`src/rtl/dmem_pkg.sv`:
```
// dmem_pkg: shared data-memory geometry, copy-engine state encoding and mode constants.
package dmem_pkg;
  localparam int DMEM_AW = 8;
  localparam int DMEM_DW = 8;
  localparam logic [1:0] ST_IDLE   = 2'd0;
  localparam logic [1:0] ST_READ   = 2'd1;
  localparam logic [1:0] ST_WRITE  = 2'd2;
  localparam logic [1:0] ST_FINISH = 2'd3;
  localparam logic MODE_COPY = 1'b0;
  localparam logic MODE_FILL = 1'b1;
endpackage

```
`src/rtl/dmem_copy_engine_addr_gen.sv`:
```
// dmem_addr_gen: byte index counter, base+index address (modulo 2**AW) and last-byte compare.
module dmem_addr_gen #(
  parameter int AW = 8
) (
  input  logic          clk,
  input  logic          rst,
  input  logic          i_clr,
  input  logic          i_inc,
  input  logic [AW-1:0] i_base,
  input  logic [AW-1:0] i_len,
  output logic [AW-1:0] o_idx,
  output logic [AW-1:0] o_addr,
  output logic          o_last
);
  logic [AW-1:0] r_idx;
  always_ff @(posedge clk or negedge rst)
    if (!rst) r_idx <= '0;
    else if (i_clr) r_idx <= '0;
    else if (i_inc) r_idx <= r_idx + AW'(1);
  assign o_idx  = r_idx;
  assign o_addr = i_base + r_idx;
  assign o_last = (r_idx + AW'(1)) == i_len;
endmodule

```
`src/rtl/dmem_copy_engine.sv`:
```
// dmem_copy_engine: drives the data-memory port to copy or fill a byte block, one byte per step.
module dmem_copy_engine
  import dmem_pkg::*;
#(
  parameter int AW = DMEM_AW,
  parameter int DW = DMEM_DW
) (
  input  logic          clk,
  input  logic          rst,
  input  logic          start,
  input  logic          mode,
  input  logic [AW-1:0] src,
  input  logic [AW-1:0] dst,
  input  logic [AW-1:0] len,
  input  logic [DW-1:0] fill,
  output logic          busy,
  output logic          done,
  output logic [AW-1:0] count,
  output logic [AW-1:0] mem_a,
  output logic [DW-1:0] mem_wd,
  output logic          mem_we,
  input  logic [DW-1:0] mem_rd
);
  logic [1:0]    r_state, w_next;
  logic          r_mode;
  logic [AW-1:0] r_src, r_dst, r_len, w_base, w_addr;
  logic [DW-1:0] r_fill, r_data;
  logic          w_accept, w_last;
  assign w_accept = (r_state == ST_IDLE) && start;
  always_comb
    w_next = (r_state == ST_IDLE)  ? (!start ? ST_IDLE : len == '0 ? ST_FINISH :
                                      mode == MODE_COPY ? ST_READ : ST_WRITE) :
             (r_state == ST_READ)  ? ST_WRITE :
             (r_state == ST_WRITE) ? (w_last ? ST_FINISH : r_mode == MODE_COPY ? ST_READ : ST_WRITE) :
                                     ST_IDLE;
  always_ff @(posedge clk or negedge rst)
    if (!rst) begin
      r_state <= ST_IDLE;
      r_mode  <= MODE_COPY;
      r_src   <= '0;
      r_dst   <= '0;
      r_len   <= '0;
      r_fill  <= '0;
      r_data  <= '0;
    end else begin
      r_state <= w_next;
      if (w_accept) begin
        r_mode <= mode;
        r_src  <= src;
        r_dst  <= dst;
        r_len  <= len;
        r_fill <= fill;
      end
      if (r_state == ST_READ) r_data <= mem_rd;
    end
  // One adder serves both phases: source base while reading, destination otherwise.
  assign w_base = (r_state == ST_READ) ? r_src : r_dst;
  dmem_addr_gen #(.AW(AW)) u_addr (
    .clk    (clk),
    .rst    (rst),
    .i_clr  (w_accept),
    .i_inc  (r_state == ST_WRITE),
    .i_base (w_base),
    .i_len  (r_len),
    .o_idx  (count),
    .o_addr (w_addr),
    .o_last (w_last)
  );
  assign busy   = (r_state == ST_READ) || (r_state == ST_WRITE);
  assign done   = r_state == ST_FINISH;
  assign mem_we = r_state == ST_WRITE;
  assign mem_a  = busy ? w_addr : '0;
  assign mem_wd = mem_we ? (r_mode == MODE_FILL ? r_fill : r_data) : '0;
endmodule

```
`config.mk`:
```
export PLATFORM = sky130hd
export DESIGN_NAME = dmem_copy_engine
export DESIGN_NICKNAME = d
export VERILOG_FILES = /design/src/rtl/dmem_pkg.sv /design/src/rtl/dmem_copy_engine_addr_gen.sv /design/src/rtl/dmem_copy_engine.sv
export SDC_FILE = /design/constraint.sdc
export NUM_CORES = 1
export LEC_CHECK = 0
export ABC_AREA = 1
export ABC_CLOCK_PERIOD_IN_PS = 9600
export CORE_MARGIN = 2
export CORE_UTILIZATION = 30
export CTS_CLUSTER_DIAMETER = 50
export DETAILED_ROUTE_END_ITERATION = 7
export GPL_TIMING_DRIVEN = 0
export PLACE_DENSITY = 0.57
export SLEW_MARGIN = 20
export SYNTH_ARGS = -nofsm -noshare
export SYNTH_HDL_FRONTEND = slang
export SYNTH_HIERARCHICAL = 1
export SYNTH_SLANG_ARGS = --single-unit
```
`constraint.sdc`:
```
create_clock -name clk -period 9.6 [get_ports clk]
set_input_delay 2.88 -clock clk [delete_from_list [all_inputs] [get_ports clk]]
set_output_delay 2.88 -clock clk [all_outputs]
set_load 0.02 [all_outputs]
```
* Word-level counts from Yosys, hierarchy flattened *
Cells that the tools add are included.

storage, ports and cells
  bits in latches = 0
  ROM bits = 0
  RAM bits = 0
  bits of input ports = 44
  register bits = 51
  output and inout port bits = 27
  word-level logic and storage cells = 33
  memories kept = 0

cells by class
  div/mod/pow operators = 0
  reduce and logical (&&, ||, !) cells = 5
  $mul = 0
  $add $sub $neg = 2
  magnitude comparators = 0
  multiplexer cells = 14
  bitwise logic cells = 0
  equality and inequality tests = 4
  shift-type cells = 0

operator list
  cell                                                  number
  2-to-1 mux 8 bit                                      6
  2-to-1 mux 2 bit                                      8
  adder 8 x 1 -> 8 bit (second input constant)          1
  adder 8 bit                                           1
  equality test 8 bit                                   1
  logical NOT 8 bit                                     1
  equality test 2 bit (second input constant)           2
  equality test 2 x 1 -> 1 bit (second input constant)  1
  logical NOT 2 bit                                     1
  nonzero test 2 bit                                    1
  logical AND 1 bit                                     1
  logical OR 1 bit                                      1

* Logic depth before layout (Yosys ltp) *
  depth in word-level cells = 6
  gate-level depth with buffers = 17
  depth with buffers taken out = 16

* Hierarchy *
The synthesis kept the hierarchy.

by module, submodules not included
  module            instances  cells an instance  area an instance (um2)  seq. area each (um2)
  dmem_copy_engine  1          266                2034.5                  1076.0
  dmem_addr_gen     1          136                909.6                   200.2

* Worst setup path before layout *
OpenSTA, ideal clock, no wires.

  kind = register -> output
  start = reg r_state[1]
  end = out mem_a[6]
  arrival time = 2.269 ns
  buffers on the path = 2
  data required time = 6.720 ns
  cell stages (with the launch flop) = 18
  path slack = 4.451 ns
  cell sequence = dfrtp_1 -> inv_1 -> ha_1 -> buf_2 -> buf_2 -> nand2_1 -> nand2_1 -> ha_1 -> fa_1 -> nand3_1 -> nand3_1 -> nand2_1 -> nand2_1 -> nand2_1 -> nand2_1 -> xor2_1 -> nand2_1 -> inv_1

between the ends
  word-level cells in the longest chain between the ends = 4
  elaborated cells on any way between the ends = 6
  classes of those cells = add/sub (1); eq/ne (2); mux (2); reduce/logical (1)

RTL lines
  element                       line                             text
  from (decl)                   dmem_copy_engine.sv:24           logic [1:0] r_state, w_next;
  from (signal assigned)        dmem_copy_engine.sv:46           r_state <= w_next;
  equality test 2 x 1 -> 1 bit  dmem_copy_engine.sv:57           assign w_base = (r_state == ST_READ) ? r_src : r_dst;
  2-to-1 mux 8 bit              dmem_copy_engine.sv:57
  named net w_base[0]           dmem_copy_engine.sv:26           logic [AW-1:0] r_src, r_dst, r_len, w_base, w_addr;
  adder 8 bit                   dmem_copy_engine_addr_gen.sv:21  assign o_addr = i_base + r_idx;
  named net w_addr[6]           dmem_copy_engine.sv:26
  2-to-1 mux 8 bit              dmem_copy_engine.sv:72           assign mem_a = busy ? w_addr : '0;
  to (decl)                     dmem_copy_engine.sv:19           output logic [AW-1:0] mem_a,

The timed path passes the listed nets, and every way through them passes these cells.

* Final worst setup path *
Same ends and word-level chain as after synthesis.

==> results.ini <==
[drt]
routed-via-count = 2703
drt-total-wl_um = 7384
drtPass1Iterations = 4
avgRoutedWirePerCell_um = 12.09
viasPerCell = 4.424
antenna_left = 0
drc = 0
drt-initial-drc-count = 119

[status]
status = finished clean

[power_and_ir_drop]
powerDensity_nw_per_um2 = 264.5
ir_drop_mv = 0.1043
leakage_nw = 1.977

[sta]
worst_pin_slew_ps = 644.8
setup-tns-final_ps = 0
period_share = 0.6484
setup_ws_ps = 3376
setup_viol = 0
period_needed_ps = 6224
max_freq_mhz = 160.7
rsz0062_at_grt = false
slew-limit-headroom = 0.5701
skew_ps = 11.07
hold_violations = 0
whs_ps = 485.2
slew_violations = 0

[yosys]
synth_seq_area_share = 0.4335
netlist_instances = 402
synth_warnings = 6
ys_types = 28
postSynthNetCount = 459
synthesis.area_um2 = 2944
ys_ff_latch = 51
postSynthAreaPerCell_um2 = 7.324

[final_layout]
nets = 536
n_antenna_cell = 0
layout_commonest_cell = nand2_1
drive_gt1_frac = 0.06695
area_growth_pct = 31.96
final_cell_mix = 167 x nand2_1, 69 x clkdlybuf4s50_1, 51 x dfrtp_1
final_util = 0.4030

[place]
numPortBuffers = 70
hpwl_um = 5832
place.gp.congestion = 0.7806
preCtsSetupSlack_ps = 3689

[critical_path]
critPathLaunchType = register
crit_fanout = 10
crit_required_ps = 6720
cp_data_arrival_time_ps = 3340
endpoint_kind = primary output
crit_type = reg2out

[floorplanning]
rows = 36
ios = 71
die_y_um = 103.1
die_w_um = 103.1
dieArea_um2 = 10620
start_util = 0.3054
core-area_um2 = 9639

[cts]
clockBufferDepth = 2
hold_buffers = 0
path_clk_slew_ps = 90
clock-root-buffer = clkbuf_8
cts_tree = built
cts.sinks = 51
htreeDepth = 2
cts_setup_buffers = 0
cts_resized = 0
worstSkewPairLatency_ps = 300
cts_buffers = 5

[global_route]
antenna_found_initial = 0
overflow = 0
grt_pass1_wl_um = 12210
first_global_vias = 2547
grt_max_degree = 52
grt_usage = 0.1475

[job]
cap_violations = 0

[hold_path]
hold_path_class = reg2reg

-- metrics by stage --
| step | total power [W] | area (um2) | std cells |
|---|---|---|---|
| 6_report | 0.001027 | 3885 | 611 |
| 5_1_grt | 0.001125 | 3885 | 611 |
| 4_1_cts | 0.001037 | 3885 | 611 |
| 3_5_place_dp | 0.0009174 | 3809 | 605 |
| 3_3_place_gp | 0.0009076 | 3811 | 605 |
| 2_1_floorplan | 0.0007102 | 2944 | 402 |
-- worst paths after layout --
check	slack (ps)	depth (start not counted)	start	endpoint
setup / recovery	3380	18	r_state[1]	mem_a[6]
hold / removal	490	2	r_fill[3]	r_fill[3]
setup reg to reg	7610	16	u_addr/o_idx[1]	r_state[1]
hold reg to reg	490	2	r_fill[3]	r_fill[3]
max in group asynchronous	6570	1	rst	r_len[5]
min in group asynchronous	2590	1	rst	r_fill[6]
-- report_power, final --
| group | total (W) | leakage [nW] | switching, W | internal, W |
|---|---|---|---|---|
| combinational | 0.000550 | 1.30 | 0.000327 | 0.000222 |
| sequential | 0.000360 | 0.640 | 0.0000548 | 0.000305 |
| clock | 0.000118 | 0.0361 | 0.0000693 | 0.0000486 |
-- cell families after synthesis --
kind of cell / Yosys count / synth area share
buffers and inverters: 64 / 0.09264
XOR/XNOR: 10 / 0.02975
adder cells (fa/ha/maj): 13 / 0.05780
AND/OR/NAND/NOR: 220 / 0.3073
AO/OA/AOI/OAI: 44 / 0.07905
flip-flops: 51 / 0.4335
-- layer usage --
layer  vias up  global-route usage  share of wire
li1       1389                   -              -
met3         9             0.01966          0.038
met2        62              0.2483           0.46
met4         0             0.04049          0.016
met1      1243              0.1996           0.48
met5         -                   0              0
-- worst max-delay path, cell delays in order (launching register included) --
cell and delay, ps:
dfrtp_1 380, inv_1 70, ha_1 170, buf_2 160
buf_2 210, nand2_1 80, nand2_1 60, ha_1 230
fa_1 410, nand3_1 100, nand3_1 110, nand2_1 80
nand2_1 50, nand2_1 50, nand2_1 60, xor2_1 120
nand2_1 60, inv_1 60, clkdlybuf4s50_1 590
-- synth_stat cells --
master	n	area, um2
nand2_1	167	626.9
xnor2_1	4	35.03
xor2_1	6	52.55
nor2_2	4	25.02
inv_1	48	180.2
a21o_1	1	7.510
o21ai_0	27	135.1
inv_2	3	11.26
nor2_1	18	67.56
or2_0	1	6.260
ha_1	12	150.1
buf_2	7	35.03
nor2_4	2	22.52
clkbuf_1	1	3.750
nand2_2	3	18.77
a22o_1	1	8.760
buf_6	3	33.78
fa_1	1	20.02
clkbuf_2	1	5.000
dfrtp_1	51	1276
nand4_1	2	12.51
nand3_1	21	105.1
a21oi_1	11	55.05
o21bai_1	1	7.510
clkinv_1	1	3.750
o22ai_1	2	12.51
a31oi_1	1	6.260
nand3_2	2	20.02
-- sequential cells by signal, summed over array words and instances (netlist names) --
signal	cells
r_src	8
r_data	8
r_fill	8
r_mode	1
r_dst	8
r_len	8
u_addr/o_idx	8
r_state	2
-- area by class of cell --
cell class / instances / area [um2]
clock buffer: 5 / 68.82
tap: 133 / 166.4
sequential: 51 / 1276
fill: 1033 / 5754
clock inverter: 1 / 7.507
buffer: 12 / 77.57
multi-input combinational: 287 / 1395
inverter: 52 / 195.2
timing repair buffer: 70 / 698.2
Note: power is estimated with default switching activity, not from simulation.
==> patch: new RTL, config.mk and constraints unchanged <==
Reset style: synchronous (`rst`), changed in 2 clocked blocks.
--- a/src/rtl/dmem_copy_engine_addr_gen.sv
+++ b/src/rtl/dmem_copy_engine_addr_gen.sv
@@ -15,3 +15,3 @@
   logic [AW-1:0] r_idx;
-  always_ff @(posedge clk or negedge rst)
+  always_ff @(posedge clk)
     if (!rst) r_idx <= '0;
--- a/src/rtl/dmem_copy_engine.sv
+++ b/src/rtl/dmem_copy_engine.sv
@@ -35,3 +35,3 @@
                                      ST_IDLE;
-  always_ff @(posedge clk or negedge rst)
+  always_ff @(posedge clk)
     if (!rst) begin
Check against the original RTL: differs if rst is asserted again (counterexample within 4 cycles, from zero or initial values and one cycle with rst low); with rst held inactive, the same outputs for 10 cycles.
==> patch against the unedited design <==
  * Synthesized cell count up 4.2%
  * Final area fell by 3.7%
  * Sequential cell count did not move
  * Wire length grew 2.0%
  * Global-route usage increased by 0.39 points
  * Utilization increased by 0.58 points
  * Synthesized area fell by 4.7%
  * Non-clock buffer count up 6
  * Worst setup slack got worse by 0.16 ns
  * Highest routed layer unchanged
Power is not compared: it rests on default switching activity, and its combinational part moved more than twofold at a synthesized area within 25%.
==> patch: results (changes against the unedited design) <==
- Status: completed
- Seq/Total Area, Yosys: 0.364 (-0.0697)
- FF-to-FF Start: u_addr/o_idx[0]
- Syn_nets: 476 (+3.7%)
- Initial DRC count: 79 (-34%)
- Reg2reg path depth: 17 (+1)
- ANT nets after route: 0 (unchanged)
- Post-synthesis compound-gate area fraction: 0.149 (+0.0703)
- Met3 Track Usage GR: 0.0243 (+0.00461)
- Hold Crit Class: reg2reg
- Initial antenna violation count: 0 (unchanged)
- Post-synthesis cell type count: 31 (+11%)
- Vias in the first global route: 2564 (+0.67%)
- Met2 usage: 0.263 (+0.0143)
- Total Routing Usage GR: 0.151 (+0.00392)
- Met2 WL: 3480 µm (+1.5%)
- Async SR Flop Fraction: 0 (-1.00)
- Internal reg-to-reg setup slack: 7.64 ns (+0.03 ns)
- Met3 wire length: 388 µm (+37%)
- FF-to-FF End: r_state[1]
- Skew final: 0.0123 ns (+0.00122 ns)
- Final setup fails: 0 (unchanged)
- Worst-path clk slew: 0.11 ns (+0.02 ns)
- Hold Slack: 0.495 ns (+0.0103 ns)
- First-pass GRT wire length: 12200 µm (-0.23%)
- Area contributors post-synth: dfxtp_1, nor2_1, nand2_1, o21ai_0, inv_1
- Largest net degree at the start of global routing: 19 (-63%)
- WL met1: 3520 µm (-1.1%)
- Final wirelength: 7530 µm (+2.0%)
- Hpwl dp: 5760 µm (-1.3%)
- Beginning of the critical path: r_state[1]
- GR Util met1: 0.191 (-0.00876)
- Fraction of layout cells with a size suffix above 1: 0.0684 (+0.00146)
- CTS Root Cell: clkbuf_8
- Fill cell count: 970 (-6.1%)
- Routability cong.: 0.801 (+2.7%)
- Final net count: 553 (+3.2%)
- Worst hold endpoint: r_src[5]
- Post-synthesis adder-cell area fraction: 0.0606 (+0.00283)
- Rel. slew slack: 0.730 (+0.160)
- Synth Area in XOR/XNOR: 0.0299 (+0.000121)
- WP data arrival: 3.51 ns (+0.17 ns)
==> patch: layout make-up <==
| cell class | instances | area, µm² | share of cell area |
|---|---|---|---|
| Multi-Input combinational cell | 297 | 1470 | 0.393 |
| Timing Repair Buffer | 70 | 701 | 0.187 |
| Buffer | 18 | 118 | 0.0314 |
| Clock buffer | 5 | 68.8 | 0.0184 |
| Clock inverter | 3 | 27.5 | 0.00736 |
| Tap cell | 111 | 139 | 0.0371 |
| Sequential cell | 51 | 1020 | 0.273 |
| Inverter | 53 | 199 | 0.0532 |
==> patch: metrics by stage <==
step                      instance area, µm²  instances  worst slack [ns]
after floorplan                         2810        419              4.35
after CTS                               3740        608              3.16
after global placement                  3650        600              3.55
after detailed placement                3650        600              3.53
final                                   3740        608              3.21
after global routing                    3740        608              2.91
==> patch: report_power, final <==
group          leakage [nW]  switching, mW  internal, mW
combinational          1.30         0.0585        0.0514
sequential            0.420         0.0110         0.227
clock                0.0463         0.0806        0.0537
total                  1.76          0.150         0.333
